**src/rtl/cpu_pkg.sv**
```systemverilog
`default_nettype none
// +----------------------------------------------------------------------+
// | cpu_pkg                                                              |
// | Shared types for the instruction sequencer: opcode and state enums,  |
// | instruction field positions and opcode class helpers.                |
// | Revision: 1.0                                                        |
// +----------------------------------------------------------------------+
package cpu_pkg;

  typedef enum logic [3:0] {
    OP_NOP  = 4'h0,
    OP_LDI  = 4'h1,
    OP_MOV  = 4'h2,
    OP_ADD  = 4'h3,
    OP_SUB  = 4'h4,
    OP_AND  = 4'h5,
    OP_OR   = 4'h6,
    OP_XOR  = 4'h7,
    OP_NOT  = 4'h8,
    OP_SHL  = 4'h9,
    OP_SHR  = 4'hA,
    OP_JMP  = 4'hB,
    OP_JZ   = 4'hC,
    OP_JC   = 4'hD,
    OP_RSV  = 4'hE,
    OP_HALT = 4'hF
  } opcode_e;

  typedef enum logic [2:0] {
    S_IDLE   = 3'd0,
    S_FETCH  = 3'd1,
    S_DECODE = 3'd2,
    S_EXEC   = 3'd3,
    S_WB     = 3'd4,
    S_HALT   = 3'd5
  } state_e;

  localparam int OP_MSB  = 15;
  localparam int OP_LSB  = 12;
  localparam int RD_MSB  = 10;
  localparam int RD_LSB  = 8;
  localparam int RS_MSB  = 2;
  localparam int RS_LSB  = 0;
  localparam int IMM_MSB = 7;
  localparam int IMM_LSB = 0;

  // LDI..SHR produce a register result
  function automatic logic writes_gpr(input opcode_e op);
    return (op >= OP_LDI) && (op <= OP_SHR);
  endfunction

  // ADD..SHR are the only opcodes that touch the flags
  function automatic logic sets_flags(input opcode_e op);
    return (op >= OP_ADD) && (op <= OP_SHR);
  endfunction

endpackage
`default_nettype wire

```
**src/rtl/seq_ctrl_if.sv**
```systemverilog
`default_nettype none
// +----------------------------------------------------------------------+
// | seq_ctrl_if                                                          |
// | Instruction-memory req/ack port and register-file port of the        |
// | sequencer. master = sequencer side, slave = memory/regfile side.     |
// |   imem_req/imem_addr  -> fetch request and address                   |
// |   imem_ack/imem_data  <- fetch acknowledge and instruction word      |
// |   gpr_rd_sel/rs_sel   -> register file read selects (rd is also the  |
// |                          write address)                              |
// |   gpr_load/gpr_wdata  -> register file write enable and data         |
// |   gpr_rd_val/rs_val   <- combinational read data                     |
// | Revision: 1.0                                                        |
// +----------------------------------------------------------------------+
interface seq_ctrl_if;
  logic        imem_req;
  logic [7:0]  imem_addr;
  logic        imem_ack;
  logic [15:0] imem_data;
  logic [2:0]  gpr_rd_sel;
  logic [2:0]  gpr_rs_sel;
  logic        gpr_load;
  logic [7:0]  gpr_wdata;
  logic [7:0]  gpr_rd_val;
  logic [7:0]  gpr_rs_val;

  modport master (
    output imem_req, imem_addr, gpr_rd_sel, gpr_rs_sel, gpr_load, gpr_wdata,
    input  imem_ack, imem_data, gpr_rd_val, gpr_rs_val
  );

  modport slave (
    input  imem_req, imem_addr, gpr_rd_sel, gpr_rs_sel, gpr_load, gpr_wdata,
    output imem_ack, imem_data, gpr_rd_val, gpr_rs_val
  );
endinterface
`default_nettype wire

```
**src/rtl/ctrl_alu.sv**
```systemverilog
`default_nettype none
// +----------------------------------------------------------------------+
// | ctrl_alu                                                             |
// | Combinational 8-bit ALU for the sequencer.                           |
// |   op     : opcode                                                    |
// |   a, b   : first / second operand (b carries imm for LDI)             |
// |   c_in   : current carry, passed through for non-flag opcodes        |
// |   result : 8-bit result, z : result==0, c : next carry               |
// | Revision: 1.0                                                        |
// +----------------------------------------------------------------------+
module ctrl_alu
  import cpu_pkg::*;
(
  input  opcode_e    op,
  input  logic [7:0] a,
  input  logic [7:0] b,
  input  logic       c_in,
  output logic [7:0] result,
  output logic       z,
  output logic       c
);

  logic [8:0] sum;

  always_comb begin
    sum    = {1'b0, a} + {1'b0, b};
    result = 8'h00;
    c      = c_in;
    case (op)
      OP_LDI, OP_MOV: result = b;
      OP_ADD: begin
        result = sum[7:0];
        c      = sum[8];
      end
      OP_SUB: begin
        result = a - b;
        c      = (a < b);
      end
      OP_AND: begin
        result = a & b;
        c      = 1'b0;
      end
      OP_OR: begin
        result = a | b;
        c      = 1'b0;
      end
      OP_XOR: begin
        result = a ^ b;
        c      = 1'b0;
      end
      OP_NOT: begin
        result = ~a;
        c      = 1'b0;
      end
      OP_SHL: begin
        result = {a[6:0], 1'b0};
        c      = a[7];
      end
      OP_SHR: begin
        result = {1'b0, a[7:1]};
        c      = a[0];
      end
      default: begin
        result = 8'h00;
        c      = c_in;
      end
    endcase
    z = (result == 8'h00);
  end

endmodule
`default_nettype wire

```
**src/rtl/seq_ctrl.sv**
```systemverilog
`default_nettype none
// +----------------------------------------------------------------------+
// | seq_ctrl                                                             |
// | Multi-cycle instruction sequencer: FETCH, DECODE, EXEC, WB.          |
// |   clk, rst_n : clock, asynchronous active-low reset                  |
// |   run        : start/resume, sampled in IDLE and HALT                |
// |   bus        : memory and register-file ports (seq_ctrl_if.master)   |
// |   pc         : program counter (also drives imem_addr)               |
// |   flag_z/c   : committed zero / carry flags                          |
// |   halted     : high in IDLE and HALT                                 |
// | Revision: 1.0                                                        |
// +----------------------------------------------------------------------+
module seq_ctrl
  import cpu_pkg::*;
(
  input  logic              clk,
  input  logic              rst_n,
  input  logic              run,
  seq_ctrl_if.master        bus,
  output logic [7:0]        pc,
  output logic              flag_z,
  output logic              flag_c,
  output logic              halted
);

  state_e      state_q, state_d;
  logic [15:0] ir_q, ir_d;
  logic [7:0]  pc_q, pc_d;
  logic        z_q, z_d, c_q, c_d;
  logic [7:0]  res_q, res_d;
  logic        nz_q, nz_d, nc_q, nc_d;
  logic        req_q, req_d;
  logic        load_q, load_d;
  logic [2:0]  rd_sel_q, rd_sel_d, rs_sel_q, rs_sel_d;
  logic        halted_q, halted_d;

  opcode_e     op_ir;
  logic [7:0]  imm_ir;
  logic [7:0]  alu_b;
  logic [7:0]  alu_res;
  logic        alu_z, alu_c;
  logic        unused_ir_bit;

  assign op_ir  = opcode_e'(ir_q[OP_MSB:OP_LSB]);
  assign imm_ir = ir_q[IMM_MSB:IMM_LSB];
  // ir[11] has no meaning in this instruction set
  assign unused_ir_bit = ir_q[11];

  // LDI shares the ALU pass-through path with MOV, fed from the immediate
  assign alu_b = (op_ir == OP_LDI) ? imm_ir : bus.gpr_rs_val;

  ctrl_alu u_alu (
    .op     (op_ir),
    .a      (bus.gpr_rd_val),
    .b      (alu_b),
    .c_in   (c_q),
    .result (alu_res),
    .z      (alu_z),
    .c      (alu_c)
  );

  always_comb begin
    state_d = state_q;
    ir_d    = ir_q;
    pc_d    = pc_q;
    z_d     = z_q;
    c_d     = c_q;
    res_d   = res_q;
    nz_d    = nz_q;
    nc_d    = nc_q;

    case (state_q)
      S_IDLE: begin
        if (run) state_d = S_FETCH;
      end
      S_FETCH: begin
        if (bus.imem_ack) begin
          ir_d    = bus.imem_data;
          state_d = S_DECODE;
        end
      end
      S_DECODE: state_d = S_EXEC;
      S_EXEC: begin
        res_d   = alu_res;
        nz_d    = alu_z;
        nc_d    = alu_c;
        state_d = S_WB;
      end
      S_WB: begin
        if (sets_flags(op_ir)) begin
          z_d = nz_q;
          c_d = nc_q;
        end
        state_d = S_FETCH;
        case (op_ir)
          OP_JMP:  pc_d = imm_ir;
          OP_JZ:   pc_d = z_q ? imm_ir : pc_q + 8'd1;
          OP_JC:   pc_d = c_q ? imm_ir : pc_q + 8'd1;
          OP_HALT: state_d = S_HALT;
          default: pc_d = pc_q + 8'd1;
        endcase
      end
      S_HALT: begin
        if (run) begin
          pc_d    = pc_q + 8'd1;
          state_d = S_FETCH;
        end
      end
      default: state_d = S_IDLE;
    endcase

    // Outputs are registered: derive them from the state being entered
    req_d    = (state_d == S_FETCH);
    load_d   = (state_d == S_WB) && writes_gpr(op_ir);
    halted_d = (state_d == S_IDLE) || (state_d == S_HALT);
    if ((state_d == S_DECODE) || (state_d == S_EXEC) || (state_d == S_WB)) begin
      rd_sel_d = ir_d[RD_MSB:RD_LSB];
      rs_sel_d = ir_d[RS_MSB:RS_LSB];
    end else begin
      rd_sel_d = 3'd0;
      rs_sel_d = 3'd0;
    end
  end

  always_ff @(posedge clk or negedge rst_n) begin
    if (!rst_n) begin
      state_q  <= S_IDLE;
      ir_q     <= 16'h0000;
      pc_q     <= 8'h00;
      z_q      <= 1'b0;
      c_q      <= 1'b0;
      res_q    <= 8'h00;
      nz_q     <= 1'b0;
      nc_q     <= 1'b0;
      req_q    <= 1'b0;
      load_q   <= 1'b0;
      rd_sel_q <= 3'd0;
      rs_sel_q <= 3'd0;
      halted_q <= 1'b1;
    end else begin
      state_q  <= state_d;
      ir_q     <= ir_d;
      pc_q     <= pc_d;
      z_q      <= z_d;
      c_q      <= c_d;
      res_q    <= res_d;
      nz_q     <= nz_d;
      nc_q     <= nc_d;
      req_q    <= req_d;
      load_q   <= load_d;
      rd_sel_q <= rd_sel_d;
      rs_sel_q <= rs_sel_d;
      halted_q <= halted_d;
    end
  end

  assign bus.imem_req   = req_q;
  assign bus.imem_addr  = pc_q;
  assign bus.gpr_rd_sel = rd_sel_q;
  assign bus.gpr_rs_sel = rs_sel_q;
  assign bus.gpr_load   = load_q;
  assign bus.gpr_wdata  = res_q;
  assign pc             = pc_q;
  assign flag_z         = z_q;
  assign flag_c         = c_q;
  assign halted         = halted_q;

endmodule
`default_nettype wire

```
**src/flat_wrapper.sv**
```systemverilog
// flat-port wrapper written by rule: the top's interface ports become plain ports
module seq_ctrl_flat import cpu_pkg::*;
  (clk, rst_n, run, pc, flag_z, flag_c, halted, bus_imem_req, bus_imem_addr, bus_gpr_rd_sel, bus_gpr_rs_sel, bus_gpr_load, bus_gpr_wdata, bus_imem_ack, bus_imem_data, bus_gpr_rd_val, bus_gpr_rs_val);
  seq_ctrl_if bus_i ();
  input  logic clk;
  input  logic rst_n;
  input  logic run;
  output logic [7:0] pc;
  output logic flag_z;
  output logic flag_c;
  output logic halted;
  output wire logic [$bits(bus_i.imem_req)-1:0] bus_imem_req;
  output wire logic [$bits(bus_i.imem_addr)-1:0] bus_imem_addr;
  output wire logic [$bits(bus_i.gpr_rd_sel)-1:0] bus_gpr_rd_sel;
  output wire logic [$bits(bus_i.gpr_rs_sel)-1:0] bus_gpr_rs_sel;
  output wire logic [$bits(bus_i.gpr_load)-1:0] bus_gpr_load;
  output wire logic [$bits(bus_i.gpr_wdata)-1:0] bus_gpr_wdata;
  input wire logic [$bits(bus_i.imem_ack)-1:0] bus_imem_ack;
  input wire logic [$bits(bus_i.imem_data)-1:0] bus_imem_data;
  input wire logic [$bits(bus_i.gpr_rd_val)-1:0] bus_gpr_rd_val;
  input wire logic [$bits(bus_i.gpr_rs_val)-1:0] bus_gpr_rs_val;
  assign bus_imem_req = bus_i.imem_req;
  assign bus_imem_addr = bus_i.imem_addr;
  assign bus_gpr_rd_sel = bus_i.gpr_rd_sel;
  assign bus_gpr_rs_sel = bus_i.gpr_rs_sel;
  assign bus_gpr_load = bus_i.gpr_load;
  assign bus_gpr_wdata = bus_i.gpr_wdata;
  assign bus_i.imem_ack = bus_imem_ack;
  assign bus_i.imem_data = bus_imem_data;
  assign bus_i.gpr_rd_val = bus_gpr_rd_val;
  assign bus_i.gpr_rs_val = bus_gpr_rs_val;
  seq_ctrl u_core (.clk(clk), .rst_n(rst_n), .run(run), .bus(bus_i), .pc(pc), .flag_z(flag_z), .flag_c(flag_c), .halted(halted));
endmodule
```
**config.mk**
```make
export PLATFORM = sky130hd
export DESIGN_NAME = seq_ctrl_flat
export DESIGN_NICKNAME = d
export VERILOG_FILES = /design/src/rtl/cpu_pkg.sv /design/src/rtl/seq_ctrl_if.sv /design/src/rtl/ctrl_alu.sv /design/src/rtl/seq_ctrl.sv /design/src/flat_wrapper.sv
export SDC_FILE = /design/constraint.sdc
export NUM_CORES = 1
export LEC_CHECK = 0
export CAP_MARGIN = 0
export CORE_MARGIN = 1
export CORE_UTILIZATION = 67
export CTS_BUF_LIST = sky130_fd_sc_hd__clkbuf_4 sky130_fd_sc_hd__clkbuf_8
export CTS_CLUSTER_SIZE = 16
export DETAILED_ROUTE_END_ITERATION = 8
export DONT_BUFFER_PORTS = 1
export GPL_ROUTABILITY_DRIVEN = 0
export HOLD_SLACK_MARGIN = 0.03
export PLACE_DENSITY = 0.8
export SYNTH_ARGS = -nofsm -noshare
export SYNTH_HDL_FRONTEND = slang
export SYNTH_SLANG_ARGS = --single-unit
```
**constraint.sdc**
```tcl
create_clock -name clk -period 4 [get_ports clk]
set_input_delay 0.8 -clock clk [delete_from_list [all_inputs] [get_ports clk]]
set_output_delay 0.8 -clock clk [all_outputs]
set_load 0.005 [all_outputs]
```
==> impl_metrics.py <==
metrics = {
    "run_status": {
        "status": "finished, final reports clean",
    },
    "route": {
        "via_per_inst": 7.01,
        "wl_per_cell_um": 19.6,
        "first_pass_iters": 7,
        "drtIter0Drc": 407,
        "drtAntennaViolNets": 0,
        "drc": 0,
        "finalWirelength_um": 9930,
        "vias": 3555,
    },
    "timing": {
        "skew_ns": 0.00611,
        "slew_headroom_pct": 44.3,
        "hold_viol_final": 0,
        "drv_slew": 0,
        "final.setup.tns_ns": 0,
        "fmax_mhz": 274,
        "post-route-min-period_ns": 3.65,
        "setup_violations": 0,
        "rsz0062_at_grt": "no",
        "worstMarginPinSlew_ns": 0.833,
        "fin_crit_sh_pct": 91.2,
        "holdWs_ns": 0.182,
    },
    "clock_tree": {
        "cts_tree": "yes",
        "clk_latency_ns": 0.30,
        "worst_setup_hold_path_clk_slew_ns": 0.09,
        "clockRootBuffer": "clkbuf_8",
        "cts_max_level": 2,
        "clk_path_buf_depth": 2,
        "clock_sinks": 47,
        "cts-hold-fix-buffers": 0,
        "cts_buffers": 5,
    },
    "pwr": {
        "p_switching_mw": 1.38,
        "vdd_ir_drop_max_mv": 0.433,
        "pwr-share-comb_pct": 57.4,
        "p_leak_nw": 1.67,
        "clock_power_share_pct": 10.7,
        "power_density_mw_per_mm2": 721,
        "p_int_mw": 1.48,
        "seqPwrFrac_pct": 31.8,
        "swShare_pct": 48.2,
    },
    "critical_path": {
        "cp_data_required_time_ns": 4.24,
        "cp-start-kind": "flop",
        "path_class": "flop to flop",
        "worstSetupEndpointType": "flop",
        "critPathLaunch": "u_core.ir_q[14]",
        "r2r_start": "u_core.ir_q[14]",
        "cp.arrival_ns": 3.89,
        "cp_max_fo": 6,
    },
    "floorplanning": {
        "chipWidth_um": 77.7,
        "design.core.area_mm2": 0.00551,
        "initial_core_util_pct": 69.8,
        "die_area_mm2": 0.00604,
        "io_pins": 71,
        "die_height_um": 77.7,
        "rows": 27,
    },
    "synth": {
        "async_reset_ff_share_pct": 100,
        "syn_area_per_cell_um2": 8.60,
        "ys_seq_area_share_pct": 30.6,
        "netlist.area_leader.share_pct": 29.9,
        "syn_nets": 508,
        "synthesis.area_mm2": 0.00384,
        "synth-edff-count": 0,
        "yosys_warnings": 0,
        "yosysUniqueCellTypes": 67,
        "synth_cells": 447,
        "synth_top_area_cell": "dfrtp_1",
        "synthFlopType": "dfrtp_1",
        "synth_area_leaders": "dfrtp_1, ha_1, mux2_2",
        "ys_seq_elements": 47,
    },
    "global_route": {
        "antenna_found_initial": 0,
        "grt_pass1_vias": 3175,
        "overflow": 0,
        "grt_max_degree": 48,
        "grt_first_pass_wirelength_um": 15900,
        "grt.total_usage_pct": 33.5,
    },
    "worst_hold_path": {
        "hold_path_class": "input port to asynchronous set/reset pin",
    },
    "finish": {
        "insertedDiodeCount": 0,
        "fin_area_mm2": 0.00396,
        "final_util_pct": 72.0,
        "layout.nets": 495,
        "drive_gt1_share_pct": 11.5,
        "synthToLayoutAreaGrowth_pct": 3.12,
    },
    "flow_run": {
        "drv_cap": 0,
    },
    "place": {
        "place_area_mm2": 0.00384,
        "io_buffers": 0,
        "hpwl_um": 7370,
    },
}
[power by group through the flow]
| stage | clock network [mW] | registers, mW | logic, mW |
|---|---|---|---|
| after global placement | 0 | 0.908 | 1.53 |
| after floorplan | 0 | 0.820 | 1.33 |
| after detailed placement | 0 | 0.913 | 1.58 |
| after CTS | 0.315 | 0.906 | 1.58 |
| after global routing | 0.328 | 0.944 | 1.78 |
| final | 0.307 | 0.909 | 1.64 |
[stage by stage]
step           total power, mW  worst slack, ns  std cells
6_report                  2.86            0.352        507
4_1_cts                   2.81            0.268        504
3_5_place_dp              2.49            0.303        496
2_1_floorplan             2.15            0.658        447
3_3_place_gp              2.44            0.372        496
5_1_grt                   3.05            0.144        507
[flip-flops by register name (all words and copies together) (netlist names)]
name / flops
u_core.flag_z: 1
u_core.bus.gpr_wdata: 8
u_core.bus.gpr_load: 1
u_core.halted: 1
u_core.bus.gpr_rd_sel: 3
u_core.bus.gpr_rs_sel: 3
u_core.flag_c: 1
u_core.ir_q: 15
u_core.nc_q: 1
u_core.bus.imem_addr: 8
u_core.nz_q: 1
u_core.bus.imem_req: 1
u_core.state_q: 3
[placed cells by master (no fill, tap or decap), drive strengths merged, types with 6 or more instances in the layout]
cell     n
a211oi   6
a21oi   23
a22oi    6
a31oi    7
buf     13
clkbuf   6
dfrtp   46
ha      24
inv     27
mux2    21
mux2i    9
nand2   32
nand2b  11
nand3    7
nand4    7
nor2    34
nor2b    7
nor3    10
nor3b    8
nor4     8
o21a     9
o21ai   34
o22ai    7
[timing repair]
item | 4_1_cts | 5_1_grt
endpoints found under the setup margin | 0 | 2
setup buffers | 0 | 3
gates resized for setup | 0 | 1
[cell type report]
type	instances	area [um2]
clock buffers	6	82.6
clock inverters	2	13.8
fillers	439	1540
inverters	26	97.6
multi-input cells	341	2400
flip-flops and latches	47	1180
well taps	72	90.1
repair buffers	13	97.6
[worst max-delay path: stages (launching register included)]
cell and delay, ns:
dfrtp_1 0.42, nor4b_4 0.35, buf_4 0.20, mux2_2 0.36, ha_1 0.36, a211oi_1 0.25
nor2_1 0.13, or4_1 0.40, a31oi_1 0.21, o311ai_0 0.15, nor3b_1 0.49, a41o_1 0.25
[cell usage after synthesis, types with 3 or more instances]
| cell | instances |
|---|---|
| nand3_1 | 7 |
| or3_1 | 4 |
| nand2b_1 | 11 |
| o311ai_0 | 3 |
| a31oi_1 | 7 |
| o31a_1 | 3 |
| inv_1 | 26 |
| o41ai_1 | 3 |
| o22ai_1 | 7 |
| and3b_1 | 3 |
| a32oi_1 | 3 |
| nor3b_1 | 7 |
| buf_2 | 9 |
| o21a_1 | 9 |
| a22oi_1 | 6 |
| nand2_1 | 32 |
| mux2_2 | 21 |
| mux2i_1 | 9 |
| o31ai_1 | 4 |
| a211oi_1 | 6 |
| nand4_1 | 7 |
| dfrtp_1 | 46 |
| nor3_1 | 10 |
| o22a_1 | 4 |
| and2_1 | 3 |
| buf_4 | 8 |
| o32ai_1 | 3 |
| o21ai_0 | 33 |
| nor2b_1 | 7 |
| nor4_1 | 7 |
| clkbuf_1 | 13 |
| a21oi_1 | 23 |
| nor2_1 | 34 |
| ha_1 | 24 |
| and3_1 | 3 |
[worst paths after layout]
| check | end | slack, ns | cells after the start |
|---|---|---|---|
| min in group clk | u_core.ir_q[10] | 0.51 | 1 |
| setup reg to reg | u_core.nz_q | 0.35 | 11 |
| max in group asynchronous | u_core.halted | 3.64 | 0 |
| hold / removal | u_core.ir_q[4] | 0.18 | 0 |
| hold reg to reg | u_core.ir_q[10] | 0.51 | 1 |
| setup / recovery | u_core.nz_q | 0.35 | 11 |
[metal layers]
metal	global-route usage, %	vias to the layer above	share of wire [%]
met2	50.5	219	45
met4	11.1	0	2.5
met1	46.6	1688	42
met3	8.71	25	11
li1	-	1623	-
met5	0	-	0
[cells by family (layout without fill, tap and decap cells)]
logic type,Yosys count,count (layout),synth area share [%]
flip-flops,47,47,30.6
AO/OA/AOI/OAI,134,134,23.3
buffers and inverters,59,47,7.03
multiplexers,30,30,8.50
AND/OR/NAND/NOR,150,150,21.7
adder cells (fa/ha/maj),25,25,8.33
XOR/XNOR,2,2,0.456
Power figures use the tool's default switching activity.
